$ cat src/rtl/arb_pkg.sv
// Shared constants, state encoding and index helper for the 32-way round-robin arbiter.
package arb_pkg;

   localparam int unsigned N_REQ = 32;
   localparam int unsigned IDX_W = 5;

   typedef enum logic {
      IDLE  = 1'b0,
      GRANT = 1'b1
   } arb_state_e;

   // Circular successor of a requester index; 5-bit arithmetic wraps 31 to 0.
   function automatic logic [IDX_W-1:0] next_idx(input logic [IDX_W-1:0] idx);
      return idx + IDX_W'(1);
   endfunction

endpackage

$ cat src/rtl/five_input_decoder.sv
// 5-to-32 binary to one-hot decoder.
module five_input_decoder (
   input  logic [4:0]  sel,
   output logic [31:0] y
);

   always_comb begin
      y = 32'(1) << sel;
   end

endmodule

$ cat src/rtl/rr_pick32.sv
// Combinational round-robin pick: first set request at or circularly above ptr.
module rr_pick32
   import arb_pkg::*;
(
   input  logic [N_REQ-1:0] req,
   input  logic [IDX_W-1:0] ptr,
   output logic             any,
   output logic [IDX_W-1:0] win_idx
);

   logic [N_REQ-1:0] rot;
   logic [IDX_W-1:0] off;

   // Rotate so ptr lands on bit 0, take the lowest set bit, then undo the rotation.
   always_comb begin
      rot = N_REQ'({req, req} >> ptr);
      off = '0;
      for (int i = int'(N_REQ) - 1; i >= 0; i--) begin
         if (rot[i]) begin
            off = IDX_W'(i);
         end
      end
      any     = |req;
      win_idx = off + ptr;
   end

endmodule

$ cat src/rtl/rr_arbiter32.sv
// Round-robin arbiter for 32 requesters with voluntary release and forced-rotation timeout.
module rr_arbiter32
   import arb_pkg::*;
#(
   parameter int unsigned HOLD_MAX = 15,
   parameter int unsigned CNT_W    = 4
) (
   input  logic             clk,
   input  logic             rst,
   input  logic [N_REQ-1:0] req,
   input  logic             release_grant,
   output logic             gnt_valid,
   output logic [IDX_W-1:0] gnt_idx,
   output logic [N_REQ-1:0] gnt_onehot,
   output logic             timeout
);

   arb_state_e       state;
   logic [IDX_W-1:0] ptr;
   logic [CNT_W-1:0] hold_cnt;

   logic             pick_any;
   logic [IDX_W-1:0] pick_idx;
   logic [N_REQ-1:0] idx_dec;
   logic             holder_req;
   logic             others_pending;
   logic             hold_expired;

   rr_pick32 u_pick (
      .req     (req),
      .ptr     (ptr),
      .any     (pick_any),
      .win_idx (pick_idx)
   );

   five_input_decoder u_dec (
      .sel (gnt_idx),
      .y   (idx_dec)
   );

   // The >= keeps the holder bounded even after the counter has saturated.
   always_comb begin
      holder_req     = req[gnt_idx];
      others_pending = |(req & ~idx_dec);
      hold_expired   = (HOLD_MAX != 0) && (hold_cnt >= CNT_W'(HOLD_MAX - 1));
      gnt_onehot     = idx_dec & {N_REQ{gnt_valid}};
   end

   always_ff @(posedge clk or posedge rst) begin
      if (rst) begin
         state     <= IDLE;
         ptr       <= '0;
         hold_cnt  <= '0;
         gnt_valid <= 1'b0;
         gnt_idx   <= '0;
         timeout   <= 1'b0;
      end else begin
         timeout <= 1'b0;
         case (state)
            IDLE: begin
               if (pick_any) begin
                  state     <= GRANT;
                  gnt_idx   <= pick_idx;
                  gnt_valid <= 1'b1;
                  hold_cnt  <= '0;
               end
            end
            GRANT: begin
               if (release_grant || !holder_req) begin
                  state     <= IDLE;
                  gnt_valid <= 1'b0;
                  ptr       <= next_idx(gnt_idx);
               end else if (hold_expired && others_pending) begin
                  state     <= IDLE;
                  gnt_valid <= 1'b0;
                  ptr       <= next_idx(gnt_idx);
                  timeout   <= 1'b1;
               end else if (hold_cnt != CNT_W'(HOLD_MAX)) begin
                  hold_cnt <= hold_cnt + CNT_W'(1);
               end
            end
            default: begin
               state     <= IDLE;
               gnt_valid <= 1'b0;
            end
         endcase
      end
   end

endmodule
$ cat config.mk
export PLATFORM = sky130hd
export DESIGN_NAME = rr_arbiter32
export DESIGN_NICKNAME = d
export VERILOG_FILES = /design/src/rtl/arb_pkg.sv /design/src/rtl/five_input_decoder.sv /design/src/rtl/rr_pick32.sv /design/src/rtl/rr_arbiter32.sv
export SDC_FILE = /design/constraint.sdc
export NUM_CORES = 1
export LEC_CHECK = 0
export BUFFER_PORTS_ARGS = -buffer_cell sky130_fd_sc_hd__buf_4
export CAP_MARGIN = 30
export CORE_MARGIN = 1
export CORE_UTILIZATION = 30
export DETAILED_ROUTE_END_ITERATION = 12
export MAX_ROUTING_LAYER = met4
export SETUP_SLACK_MARGIN = 0.5
export SLEW_MARGIN = 0
export SYNTH_ARGS = -nofsm -noshare
export SYNTH_HDL_FRONTEND = slang
export SYNTH_HIERARCHICAL = 1
export SYNTH_SLANG_ARGS = --single-unit
$ cat constraint.sdc
create_clock -name clk -period 5.1 [get_ports clk]
set_input_delay 0.51 -clock clk [delete_from_list [all_inputs] [get_ports clk]]
set_output_delay 0.51 -clock clk [all_outputs]
set_load 0.01 [all_outputs]
---- Yosys cells after proc, flatten, opt, wreduce, memory -nomap -nowiden ----
Cells that the tools add are included.
cells by class
  shift-type cells ........................ 2
  bitwise logic cells ..................... 4
  muxes and demuxes ....................... 52
  add/subtract/negate cells ............... 3
  reduce and logical (&&, ||, !) cells .... 10
  magnitude comparators ................... 2
  equal/unequal tests ..................... 6
operators with widths
  kind                                                         count
  two-way mux 5 bit                                            34
  AND 32 bit                                                   2
  OR reduction 32 bit                                          2
  >> shifter 64 x 5 -> 32 bit                                  1
  inverter 32 bit                                              1
  left shift 1 x 5 -> 32 bit (first input constant)            1
  two-way mux 4 bit                                            4
  two-way mux 1 bit                                            10
  case mux 4 bit (2 select lines)                              1
  less-than comparator 5 x 6 -> 1 bit (second input constant)  1
  != test 2 bit (second input constant)                        3
  AND reduction 2 bit                                          3
  adder 5 x 1 -> 5 bit (second input constant)                 1
  adder 5 bit                                                  1
  binary-select mux 1 bit (select 5 bit)                       1
  adder 4 x 1 -> 4 bit (second input constant)                 1
  >= comparator 4 bit (second input constant)                  1
  != test 4 bit (second input constant)                        1
  case mux 1 bit (2 select lines)                              2
  AND reduction 4 bit                                          1
  != test 3 x 1 -> 1 bit (second input constant)               1
  != test 2 x 1 -> 1 bit (second input constant)               1
  nonzero test 2 bit                                           1
  logical AND 1 bit                                            1
  other kinds (3)                                              3
storage, ports and cells
  bits of input ports ..................... 35
  word-level logic and storage cells ...... 85
  flip-flop bits (word level) ............. 17
  output and inout bits ................... 39

---- Depth between registers and ports, before layout ----
Gate-level depths: netlist of the first run.
  word-level depth ........................ 34
  mapped depth ............................ 22
  depth with buffers taken out ............ 17

---- Cells and area by module ----
Netlist of the first run, hierarchy kept.
modules (own cells, without submodules)
  module              area each (µm²)  seq. area each (µm²)  cells each  instances
  rr_pick32           3917.5           0.0                   365         1
  rr_arbiter32        1637.8           425.4                 174         1
  five_input_decoder  214.0            0.0                   47          1

---- Least setup slack after synthesis of the first run ----
No wires, ideal clock.
  kind .................................... register to register
  start ................................... register ptr[3]
  end ..................................... register gnt_idx[4]
  period minus slack after synthesis ...... 4.420 ns
  cell stages (with the launch flop) ...... 19
  path slack .............................. 0.680 ns
  data required time ...................... 4.975 ns
  library setup time ...................... 0.125 ns
  buffers on the path ..................... 2
  data arrival time ....................... 4.295 ns
  cell sequence ........................... dfrtp_1 > buf_2 > buf_1 > mux4_2 > mux4_2 > mux2_4 > a21o_1 > a2111o_1 > a211oi_1 > and4b_1 > ha_1 > inv_1 > fa_1 > inv_1 > a21o_1 > a21oi_1 > xnor2_1 > xnor2_1 > mux2_2
between the ends
  longest elaborated chain between the ends .. 34
RTL lines
  item                              RTL line            text
  start: declaration                rr_arbiter32.sv:19  logic [IDX_W-1:0] ptr;
  start signal: assignment          rr_arbiter32.sv:72  ptr <= next_idx(gnt_idx);
  start signal: assignment          rr_arbiter32.sv:76  ptr <= next_idx(gnt_idx);
  >> shifter 64 x 5 -> 32 bit       rr_pick32.sv:16     rot = N_REQ'({req, req} >> ptr);
  two-way mux 5 bit (32 in series)  rr_pick32.sv:19     if (rot[i]) begin
  adder 5 bit *                     rr_pick32.sv:24     win_idx = off + ptr;
  via pick_idx[4]                   rr_arbiter32.sv:23  logic [IDX_W-1:0] pick_idx;
  end signal: assignment            rr_arbiter32.sv:63  gnt_idx <= pick_idx;
  end: declaration                  rr_arbiter32.sv:13  output logic [IDX_W-1:0] gnt_idx,
Mark *: on every way through the listed nets, which the timed path passes. The rest lies on a longest branch.
A chain may end at the register's enable or synchronous reset.

---- Worst setup path in the final report of the first run ----
  start ................................... register ptr[2]
  end ..................................... register gnt_idx[4]
The elaborated chain is that of the path after synthesis.

==> flow_summary.toml, run 1 <==
[clocking]
cts_tree = "yes"
cts_max_level = 1
clock_latency_ns = 0.26
clock_path_buffers = 2
cts-root-buf = "clkbuf_16"
cts_buffers = 3
cts.sinks = 17
path_clk_slew_ns = 0.07
postCtsHoldBufs = 0

[synth]
synth_xor_area_frac = 0.0106
synth_flop_cell = "dfrtp_1"
synth_area_um2 = 5770
synth-edff-count = 0
synth_mux_area_frac = 0.501
synth_top_family_by_area = "multiplexers"
synth_fp_nets = 629
yosys.area_share.adder = 0.0187
syn_inst = 586
syn_avg_cell_area_um2 = 9.85
yosys_warnings = 6
synthArstFlopShare = 1.00
yosysSeqAreaShare = 0.0737
synth-simple-area-share = 0.183
yosysUniqueCellTypes = 77
synth_compound_area_frac = 0.151
synth-seq-cells = 17

[critical_path]
rr_startpoint = "ptr[2]"
crit_path_max_incr_delay_ns = 0.52
critical_path_class = "reg -> reg"
critPathMaxFanout = 7
crit_chain = "buf_6, buf_4, mux4_2, mux4_2, mux2_4, a21o_1, a2111o_1, a211oi_2, and4b_1, ha_1, inv_1, fa_2, inv_1, a21o_1, a21oi_2, xnor2_1, xnor2_1, mux2_2"
critPathBufInv = 4
path_delay_family = "multiplexers"
crit_required_ns = 5.24
cp-end-kind = "register"
rrSetupSlack_ns = 0.62
r2r-end = "gnt_idx[4]"
critPathSlowestCell = "dfrtp_4"
ff2ff_path_depth = 18
arrival_ns = 4.61
start_kind = "register"

[detailed_routing]
wl_per_cell_um = 24.1
num_vias = 5948
wirelength_mm = 21.6
dr.first_iter.drc_count = 748
drt_first_pass_iters = 5
ant_nets = 0
drc = 0
vias_per_cell = 6.64

[timing]
skew_ns = 0.0118
tns_ns = 0
grt_setup_unrepaired = "false"
period_share = 0.878
drv_slew = 0
tightest_slew_ns = 0.950
clock.fmax_mhz = 223
fin_ws_ns = 0.625
slew_headroom = 0.361
hold_viol_final = 0
whs_ns = 0.377
min_period_ns = 4.48
setup-violations-final = 0

[final_layout]
n_antenna_cell = 0
drive_gt1_frac = 0.381
num-nets-final = 706
fill_cells = 1909
area_delta_synth_final_pct = 18.6
design_area_um2 = 6840

[place]
io_buffers = 73
place_ws_ns = 0.336
hpwl_mm = 15.5
place_area_um2 = 6580
routabilityCongestion = 0.979

[grt]
grt_max_degree = 35
grt_pass1_wl_mm = 32.7
track_usage = 0.221
antenna_found_initial = 0
grt.overflow.total = 0
grt_pass1_vias = 5520

[floorplan]
core-area_um2 = 18800
io_pins = 74
die_y_um = 141
initial_core_util = 0.307
die_x_um = 141
die_area_um2 = 19800
row_count = 50

[run_status]
status = "finished clean"

[pwr]
p_leak_nw = 2.78
power.density_nw_per_um2 = 730
vdd_drop_max_mv = 0.283

[flow_run]
max-cap-violations = 0

[min_path]
hp-class = "in -> async"
## flip-flops by register name, indices dropped and copies added, names as in the netlist
signal / count
gnt_idx: 5
ptr: 5
hold_cnt: 4
gnt_valid: 1
state: 1
timeout: 1
## stage by stage
step | std cells | utilization | total power [mW]
detailed placement | 873 | 0.350 | 4.53
global route | 896 | 0.365 | 5.32
CTS | 882 | 0.357 | 4.76
global placement | 873 | 0.350 | 4.54
finish | 896 | 0.365 | 5.00
floorplan | 586 | - | 3.55
## worst max path at each step
stage,from,endpoint,slack [ns],cells past startpoint
2_1_floorplan,ptr[3],gnt_idx[4],0.68,18
3_3_place_gp,ptr[2],gnt_idx[4],0.38,17
3_5_place_dp,ptr[2],gnt_idx[4],0.34,17
4_1_cts,ptr[3],gnt_idx[4],0.51,17
5_1_grt,ptr[2],gnt_idx[4],0.49,18
6_report,ptr[2],gnt_idx[4],0.62,18
## placed cells by master, fill, tap and decap left out, types with 4 or more instances in the layout
cell type	n
buf_4	112
mux4_2	84
nor2_1	49
mux2i_1	43
and2_1	36
inv_1	30
nand2_1	30
o22ai_1	21
nand2b_1	20
mux2_2	19
dfrtp_1	14
nor4_1	12
nand3_1	11
a21oi_1	11
a221o_1	8
mux4_1	7
a21o_1	7
ha_1	7
mux2_1	7
o211ai_1	6
xnor2_1	6
nand3b_1	6
o2111ai_1	5
a31oi_1	5
mux2_4	5
nor3_1	5
o22a_1	5
a221oi_1	5
nor2b_1	4
and3_1	4
or3b_1	4
o21ai_1	4
## power breakdown
group	switching, mW	internal, mW	total (mW)
clock	0.0634	0.105	0.169
combinational	2.20	2.18	4.38
sequential	0.244	0.205	0.449
total	2.51	2.49	5.00
## layer usage
| metal | vias to the layer above | track usage | share of wire |
|---|---|---|---|
| li1 | 2518 | - | - |
| met1 | 2861 | 0.279 | 0.39 |
| met2 | 482 | 0.345 | 0.46 |
| met3 | 87 | 0.0380 | 0.11 |
| met4 | 0 | 0.103 | 0.048 |
| met5 | - | - | 0 |
## worst reg2reg max path: stages, from the launching register on
cell      delay [ns]
dfrtp_4         0.52
buf_6           0.15
buf_4           0.13
mux4_2          0.46
mux4_2          0.49
mux2_4          0.27
a21o_1          0.18
a2111o_1        0.41
a211oi_2        0.19
and4b_1         0.24
ha_1            0.20
inv_1           0.08
fa_2            0.20
inv_1           0.04
a21o_1          0.17
a21oi_2         0.13
xnor2_1         0.08
xnor2_1         0.15
mux2_2          0.26
## synthesized netlist by cell type, drive strengths merged, types with 6 or more instances
cell type   n  area share
nor2       51       0.034
o211ai      7       0.010
ha          7       0.015
nand3      11      0.0095
inv        32       0.021
nor4       12       0.013
mux2       31       0.064
nand3b      6      0.0078
a21o        7      0.0091
a21oi      12       0.010
xnor2       6      0.0091
nand2b     20       0.022
o22ai      22       0.025
mux2i      44       0.076
a221o       8       0.014
and2       36       0.039
a221oi      6      0.0091
nand2      30       0.020
buf        22       0.026
o21ai       6      0.0072
mux4       91        0.36
dfrtp      17       0.074
clkbuf     22       0.014
## cell families (layout without fill, tap and decap cells)
family,Yosys count,after routing
and+or+nand+nor,198,198
adders and majority gates,8,8
DFF,17,17
xor gates and xnor gates,7,7
muxes,166,166
AOI/OAI and AO/OA,113,113
buffers and inverters,77,153
## what timing repair did
action	CTS	global route
pin swaps	0	3
setup buffers	5	14
resized for setup	1	14
setup endpoints to repair	1	1
## area by class of cell
class,count,area (um^2),area share
clock buffer,3,75.1,0.0110
multi-input combinational,492,5010,0.732
timing repair buffer,116,898,0.131
inverter,33,125,0.0183
tap,234,293,0.0428
sequential,17,437,0.0638
clock inverter,1,5.00,0.000731
Power figures use the tool's default switching activity.
==> run 2: changes to the inputs <==
- MAX_ROUTING_LAYER: met4 -> unset
- clock period: 5.1 -> 4.95 ns (I/O delays scaled with it)
==> run 2 against run 1 <==
Net effect: non-clock buffer count rose by 8; count of clock-buffer cells in the layout is 1 higher; clock skew decreased by 0.0036 ns; wire length rose by 1.6%; sequential share of layout area shrank 0.21 points; global-route usage is 0.41 points lower; combinational power increased by 12%; sequential power fell by 14%; first-iteration DRC count is 3.6% higher; maximum frequency increased by 3.7%; hold slack lost 0.0033 ns; largest cell class unchanged.
==> flow_summary.toml, run 2 (synthesis gave the netlist of run 1 again) <==
[clocking]
clock_latency_ns = 0.25
postCtsHoldBufs = 0
cts_buffers = 3
cts_tree = "yes"
cts-root-buf = "clkbuf_16"
cts_max_level = 1
clock_path_buffers = 2
cts.sinks = 17
path_clk_slew_ns = 0.06

[final_layout]
n_antenna_cell = 0
final-instance-count-excl-fill = 904
fill_cells = 1873
drive_gt1_frac = 0.403
num-nets-final = 714
utilization = 0.377
final_common_cell = "buf_4"
area_delta_synth_final_pct = 22.6
biggestRegsByFlops = "gnt_idx x5, ptr x5, hold_cnt x4"
final_cell_mix = "113 x buf_4, 84 x mux4_2, 49 x nor2_1"

[critical_path]
crit_chain = "buf_12, buf_4, mux4_2, mux4_2, mux2_4, a21o_1, a2111o_1, a211oi_2, and4b_1, ha_2, inv_2, fa_2, inv_2, a21o_1, a21oi_2, xnor2_1, xnor2_1, mux2_4"
arrival_ns = 4.45
crit_end = "gnt_idx[4]"
crit_required_ns = 5.09
r2r-end = "gnt_idx[4]"
start_kind = "register"
critPathSlowestCell = "dfrtp_4"
startpoint = "ptr[2]"
ff2ff_path_depth = 18
rrSetupSlack_ns = 0.63
critical_path_class = "reg -> reg"
crit_path_max_incr_delay_ns = 0.52
cp-end-kind = "register"
critPathMaxFanout = 6
rr_startpoint = "ptr[2]"

[timing]
hold_viol_final = 0
period_share = 0.872
grt_setup_unrepaired = "true"
tns_ns = 0
whs_ns = 0.374
tightest_slew_ns = 0.911
min_period_ns = 4.32
clock.fmax_mhz = 232
slew_headroom = 0.387
skew_ns = 0.00822
drv_slew = 0
setup-violations-final = 0

[pwr]
combPwrFrac = 0.898
power.density_nw_per_um2 = 771
p_sw_mw = 2.69
seq_power_share = 0.071
swShare = 0.494
p_leak_nw = 2.86
intPower_mw = 2.76
vdd_drop_max_mv = 0.332
p_clk_frac = 0.031

[grt]
grt_max_degree = 35
antenna_found_initial = 0
track_usage = 0.217
grt.overflow.total = 0
grt_pass1_vias = 5683
grt_pass1_wl_mm = 33.6

[detailed_routing]
drt_first_pass_iters = 5
wirelength_mm = 21.9
vias_per_cell = 6.59
wl_per_cell_um = 24.3
num_vias = 5960
drc = 0
ant_nets = 0
dr.first_iter.drc_count = 775

[floorplan]
die_area_um2 = 19800
initial_core_util = 0.307
core-area_um2 = 18800
row_count = 50
io_pins = 74
die_x_um = 141
die_y_um = 141

[run_status]
status = "finished clean"

[place]
place_inst = 880
io_buffers = 73
hpwl_mm = 15.7
routabilityCongestion = 0.938

[min_path]
hp-class = "in -> async"

[flow_run]
max-cap-violations = 0
run 2: cell types whose count changed in the layout (fill, tap and decap cells not counted), sizes merged:
cell | before | now
clkbuf | 3 | 5
clkinv | 3 | 1
inv | 31 | 32
buf | 116 | 123
run 2: area by class of cell:
class	count	area (um^2)	area share
tap	234	293	0.0414
sequential	17	437	0.0617
timing repair buffer	124	1040	0.147
inverter	33	126	0.0179
clock buffer	4	78.8	0.0111
multi-input combinational	492	5100	0.721
run 2: power groups by stage:
stage                     Sequential [mW]  Combinational [mW]  Clock, mW
after detailed placement            0.471                4.25          0
after global placement              0.473                4.25          0
final                               0.388                4.89      0.169
after CTS                           0.440                4.38      0.171
after global routing                0.403                5.22      0.177
after floorplan                     0.300                3.35          0
run 2: worst max-delay path, delay by kind of cell (launching register included):
family | cells | cell delay (ns)
mux | 4 | 1.46
compound gates | 5 | 0.97
flops | 1 | 0.52
buf+inv | 4 | 0.38
fa+ha+maj | 2 | 0.38
xor+xnor | 2 | 0.25
simple gates | 1 | 0.23
run 2: worst min-delay path by stage:
stage	start	end	slack, ns	cells past startpoint
global route	rst	gnt_idx[1]	0.42	2
detailed placement	hold_cnt[3]	hold_cnt[3]	0.55	1
global placement	hold_cnt[3]	hold_cnt[3]	0.54	1
finish	rst	ptr[2]	0.37	2
CTS	rst	ptr[2]	0.40	2
floorplan	rst	gnt_idx[0]	0.42	1
run 2: through the flow:
step	setup WS [ns]	cell area, um^2	total power, mW
global route	0.457	7070	5.80
detailed placement	0.307	6620	4.72
CTS	0.503	6770	4.99
floorplan	0.530	5770	3.65
finish	0.635	7070	5.45
global placement	0.330	6620	4.72
run 2: what timing repair did:
action	4_1_cts	5_1_grt
gates resized for setup	6	36
setup endpoints to repair	1	3
buffers inserted	5	14
pin swaps	2	12
gates cloned	0	1
run 2: per-layer routing:
metal	up-vias	routed length (um)	global-route usage	part of all wire
li1	2529	-	-	-
met1	2854	8450	0.289	0.39
met2	485	9940	0.342	0.45
met3	92	2360	0.0302	0.11
met4	0	1200	0.116	0.055
met5	-	0	0	0
